### src/rtl/hazard_ctrl_if.sv
// Hazard controller bundle: ID/EX operand info and redirect in, stall/flush controls and perf counters out.
interface hazard_ctrl_if;
  logic [4:0]  rs;
  logic [4:0]  rt;
  logic        use_rs;
  logic        use_rt;
  logic [4:0]  rttoEX;
  logic        MentoRegtoEX;
  logic        RegWrtoEX;
  logic        redirect_ex;
  logic        loadad;
  logic        jumpSuccess;
  logic [31:0] stall_cnt;
  logic [31:0] flush_cnt;

  modport master (
    output rs, rt, use_rs, use_rt, rttoEX, MentoRegtoEX, RegWrtoEX, redirect_ex,
    input  loadad, jumpSuccess, stall_cnt, flush_cnt
  );

  modport slave (
    input  rs, rt, use_rs, use_rt, rttoEX, MentoRegtoEX, RegWrtoEX, redirect_ex,
    output loadad, jumpSuccess, stall_cnt, flush_cnt
  );
endinterface

### src/rtl/hazard_ctrl.sv
// Load-use stall and EX-redirect flush controller feeding the ID/EX, IF/ID and PC hold logic.
// Define HAZARD_PERF_CNT_EN to build the stall/flush cycle counters; otherwise they read 0.
module hazard_ctrl #(
  parameter int LOAD_STALL_CYCLES = 1,
  parameter int FLUSH_CYCLES      = 1
) (
  input  logic        clk,
  input  logic        rst_n,
  hazard_ctrl_if.slave hz
);

  // state | meaning
  // IDLE  | no extension in progress
  // STALL | holding loadad for the remaining cycles of a load-use stall
  // FLUSH | holding jumpSuccess for the remaining cycles of a redirect
  typedef enum logic [1:0] {ST_IDLE, ST_STALL, ST_FLUSH} state_t;

  state_t     r_state, w_state_nxt;
  logic [2:0] r_rem, w_rem_nxt;
  logic       w_lu_hit;
  logic       w_js;
  logic       w_ld;

  always_comb begin
    w_lu_hit = hz.MentoRegtoEX & hz.RegWrtoEX & (hz.rttoEX != 5'd0) &
               ((hz.use_rs & (hz.rttoEX == hz.rs)) | (hz.use_rt & (hz.rttoEX == hz.rt)));
    w_js     = hz.redirect_ex | (r_state == ST_FLUSH);
    w_ld     = ~w_js & (w_lu_hit | (r_state == ST_STALL));
  end

  always_comb begin
    w_state_nxt = r_state;
    w_rem_nxt   = r_rem;
    // A redirect restarts the flush from any state, aborting a stall in progress.
    if (hz.redirect_ex) begin
      if (FLUSH_CYCLES > 1) begin
        w_state_nxt = ST_FLUSH;
        w_rem_nxt   = 3'(FLUSH_CYCLES - 2);
      end else begin
        w_state_nxt = ST_IDLE;
        w_rem_nxt   = 3'd0;
      end
    end else begin
      case (r_state)
        ST_IDLE: begin
          if (w_lu_hit && (LOAD_STALL_CYCLES > 1)) begin
            w_state_nxt = ST_STALL;
            w_rem_nxt   = 3'(LOAD_STALL_CYCLES - 2);
          end
        end
        ST_STALL, ST_FLUSH: begin
          if (r_rem == 3'd0) w_state_nxt = ST_IDLE;
          else               w_rem_nxt   = r_rem - 3'd1;
        end
        default: begin
          w_state_nxt = ST_IDLE;
          w_rem_nxt   = 3'd0;
        end
      endcase
    end
  end

  always_ff @(posedge clk or negedge rst_n) begin
    if (!rst_n) begin
      r_state <= ST_IDLE;
      r_rem   <= 3'd0;
    end else begin
      r_state <= w_state_nxt;
      r_rem   <= w_rem_nxt;
    end
  end

  assign hz.loadad      = w_ld;
  assign hz.jumpSuccess = w_js;

`ifdef HAZARD_PERF_CNT_EN
  logic [31:0] r_stall_cnt;
  logic [31:0] r_flush_cnt;

  always_ff @(posedge clk or negedge rst_n) begin
    if (!rst_n) begin
      r_stall_cnt <= 32'd0;
      r_flush_cnt <= 32'd0;
    end else begin
      if (w_ld) r_stall_cnt <= r_stall_cnt + 32'd1;
      if (w_js) r_flush_cnt <= r_flush_cnt + 32'd1;
    end
  end

  assign hz.stall_cnt = r_stall_cnt;
  assign hz.flush_cnt = r_flush_cnt;
`else
  assign hz.stall_cnt = 32'd0;
  assign hz.flush_cnt = 32'd0;
`endif

endmodule
### src/flat_wrapper.sv
// flat-port wrapper written by rule: the top's interface ports become plain ports
module hazard_ctrl_flat 
#(
  parameter int LOAD_STALL_CYCLES = 1,
  parameter int FLUSH_CYCLES      = 1
)
  (clk, rst_n, hz_rs, hz_rt, hz_use_rs, hz_use_rt, hz_rttoEX, hz_MentoRegtoEX, hz_RegWrtoEX, hz_redirect_ex, hz_loadad, hz_jumpSuccess, hz_stall_cnt, hz_flush_cnt);
  hazard_ctrl_if hz_i ();
  input  logic clk;
  input  logic rst_n;
  input wire logic [$bits(hz_i.rs)-1:0] hz_rs;
  input wire logic [$bits(hz_i.rt)-1:0] hz_rt;
  input wire logic [$bits(hz_i.use_rs)-1:0] hz_use_rs;
  input wire logic [$bits(hz_i.use_rt)-1:0] hz_use_rt;
  input wire logic [$bits(hz_i.rttoEX)-1:0] hz_rttoEX;
  input wire logic [$bits(hz_i.MentoRegtoEX)-1:0] hz_MentoRegtoEX;
  input wire logic [$bits(hz_i.RegWrtoEX)-1:0] hz_RegWrtoEX;
  input wire logic [$bits(hz_i.redirect_ex)-1:0] hz_redirect_ex;
  output wire logic [$bits(hz_i.loadad)-1:0] hz_loadad;
  output wire logic [$bits(hz_i.jumpSuccess)-1:0] hz_jumpSuccess;
  output wire logic [$bits(hz_i.stall_cnt)-1:0] hz_stall_cnt;
  output wire logic [$bits(hz_i.flush_cnt)-1:0] hz_flush_cnt;
  assign hz_i.rs = hz_rs;
  assign hz_i.rt = hz_rt;
  assign hz_i.use_rs = hz_use_rs;
  assign hz_i.use_rt = hz_use_rt;
  assign hz_i.rttoEX = hz_rttoEX;
  assign hz_i.MentoRegtoEX = hz_MentoRegtoEX;
  assign hz_i.RegWrtoEX = hz_RegWrtoEX;
  assign hz_i.redirect_ex = hz_redirect_ex;
  assign hz_loadad = hz_i.loadad;
  assign hz_jumpSuccess = hz_i.jumpSuccess;
  assign hz_stall_cnt = hz_i.stall_cnt;
  assign hz_flush_cnt = hz_i.flush_cnt;
  hazard_ctrl #(.LOAD_STALL_CYCLES(LOAD_STALL_CYCLES), .FLUSH_CYCLES(FLUSH_CYCLES)) u_core (.clk(clk), .rst_n(rst_n), .hz(hz_i));
endmodule
### config.mk
export PLATFORM = sky130hd
export DESIGN_NAME = hazard_ctrl_flat
export DESIGN_NICKNAME = d
export VERILOG_FILES = /design/src/rtl/hazard_ctrl_if.sv /design/src/rtl/hazard_ctrl.sv /design/src/flat_wrapper.sv
export SDC_FILE = /design/constraint.sdc
export NUM_CORES = 1
export LEC_CHECK = 0
export ABC_CLOCK_PERIOD_IN_PS = 2000
export BUFFER_PORTS_ARGS = -buffer_cell sky130_fd_sc_hd__buf_4
export CORE_UTILIZATION = 35
export DETAILED_ROUTE_END_ITERATION = 8
export PLACE_DENSITY = 0.91
export SLEW_MARGIN = 25
export SYNTH_ARGS = -nofsm -noshare
export SYNTH_HDL_FRONTEND = slang
export SYNTH_SLANG_ARGS = --single-unit
### constraint.sdc
create_clock -name clk -period 2 [get_ports clk]
set_clock_uncertainty 0.05 [all_clocks]
set_input_delay 0.4 -clock clk [delete_from_list [all_inputs] [get_ports clk]]
set_output_delay 0.4 -clock clk [all_outputs]
set_load 0.1 [all_outputs]
==> run metrics <==
FILL cells about 170; average wire per cell in the routed design between 6 and 7 µm; main combinational cell family by area after synthesis buffers and inverters; dpl cells around 130; CLK BUF 0; Final Wtd Congestion between 0.7 and 0.8; Slew Viols, Final 0; critical-path maximum fanout 3; critical path launch point type primary input; post-route cell area between 600 and 700 µm²; final cell count without fillers approximately 130; final core occ 36.8%; Die ar. a little under 2000 µm²; Worst Setup Path Type in -> out; largest net degree at the start of global routing 4; Die W ~45 µm; unrepaired setup endpoints after global routing true; router iterations before antenna repair 4; post-synth cell types 12; 1st-iter DRT viols 4; fin crit period 1.95 ns; max frequency between 500 and 600 MHz; hpwl dp approximately 760 µm; Port-buffer cells 22; Post-Synth XOR/XNOR Area around 14%; Hold WC Path Type in -> out; CP Data Arrival Time ~1.5 ns; final WL between 700 and 800 µm; DR vias/cell a little under 3; Worst setup EP type primary output; syn_area_per_cell around 7.4 µm²; Post-Synth Adder-Cell Area 0%; max-cap viol count 0; GRT Resource Usage Total under 10%; register area share after synthesis 0%; period utilization a little over nine tenths; area grow syn2layout -0.791%; outcome completed; num ports between 80 and 90; leakage power 0.374 nW; antenna violations before repair 0; multiplexer share of the synthesized area 0%; via count about 390; nets@finish 130; Setup-failing EPs final 0; CP Data Required Time 1.55 ns; PwrDens 946 nW/µm²; post-synthesis cell area about 630 µm²; # diodes 0; post-route ant nets 0; Seq cells 0; Die Y roughly 45 µm; area occupied by registers 0 µm²; row count 15; global route overflow 0; hold_sp hz_redirect_ex; synth warn 0; VDD IR-drop max 0.000460 V; vias in the first global route roughly 230; Min-Delay Endpoint hz_jumpSuccess; wire length of the first global-routing pass roughly 940 µm; Remaining DRCs 0; core area approximately 1700 µm²; post-synthesis compound-gate area fraction between 1.5 and 2%; Hold Violations, Final 0; layout cells sized above 1 around a quarter; Post-DP Area approximately 600 µm²; Cells after Synth between 80 and 90; hold path depth 2; Synth Area in Simple Gates 6.92%; Initial Util between 30% and 40%
cells in the final DEF (no fill, tap or decap):
master   synthesis  routed
conb_1           1      64
buf_4           65      18
xor2_1           8       8
buf_6            0       3
xnor2_1          2       2
buf_12           0       1
o21ai_1          1       1
a21oi_4          0       1
or4_1            1       1
nand2_1          1       1
nand3_1          2       2
buf_8            0       1
nor4_2           1       1
nor4_1           1       1
nor2_1           1       1
worst max-delay path, cell delays in order:
cell	delay, ns
buf_8	0.10
xor2_1	0.15
nor4_1	0.29
nand3_1	0.18
a21oi_4	0.18
buf_12	0.19
cell usage after synthesis:
cell	n	share of area, %
nor4_1	1	0.99
o21ai_1	1	0.79
or4_1	1	1.2
xor2_1	8	11
xnor2_1	2	2.8
nor2_1	1	0.59
a21oi_1	1	0.79
buf_4	65	77
nand2_1	1	0.59
conb_1	1	0.59
nand3_1	2	1.6
nor4_2	1	2.0
per-stage QoR:
stage / setup WS [ns] / TNS, ns / hold WS, ns / total power, mW
4_1_cts: 0.0117 / 0 / 1.08 / 0.589
6_report: 0.0527 / 0 / 1.08 / 0.594
5_1_grt: -0.0111 / -0.0111 / 1.09 / 0.608
2_1_floorplan: 0.0120 / 0 / 0.962 / 0.647
3_5_place_dp: -0.0364 / -0.0364 / 1.08 / 0.588
3_3_place_gp: -0.0603 / -0.0603 / 1.08 / 0.587
area by class of cell:
class,count,area (µm²),area share (%)
multi-input cells,83,393,62.5
repair buffers,23,204,32.5
well taps,25,31.3,4.98
cell families (layout without fill, tap and decap cells):
logic type,Yosys count,count (layout)
other,1,64
and+or+nand+nor,7,7
xor gates and xnor gates,10,10
AOI/OAI and AO/OA,2,2
buffers and inverters,65,23
power breakdown:
group / switching [mW] / internal (mW)
sequential: 0 / 0
combinational: 0.552 / 0.0427
clock: 0 / 0
total: 0.552 / 0.0427
routing by layer:
metal	share of wire, %	vias to the layer above	routed length [µm]	track usage (%)
met4	0	0	0	0
met1	30	163	239	7.23
met3	18	0	145	0.816
met5	0	-	0	0
li1	-	178	-	-
met2	51	46	405	12.1
worst max path at each step:
stage,from,end,slack (ns)
after floorplan,hz_rttoEX[2],hz_loadad,0.01
after global placement,hz_rttoEX[3],hz_loadad,-0.06
after detailed placement,hz_rttoEX[3],hz_loadad,-0.04
after CTS,hz_rttoEX[3],hz_loadad,0.01
after global routing,hz_rttoEX[2],hz_loadad,-0.01
final,hz_rttoEX[2],hz_loadad,0.05
repair_timing:
action	in CTS	in global routing
pin swaps	0	2
setup buffers	0	0
gates resized for setup	1	7
hold buffers	0	0
endpoints found under the setup margin	1	1
hold endpoints to repair	0	0
Power figures use the tool's default switching activity.
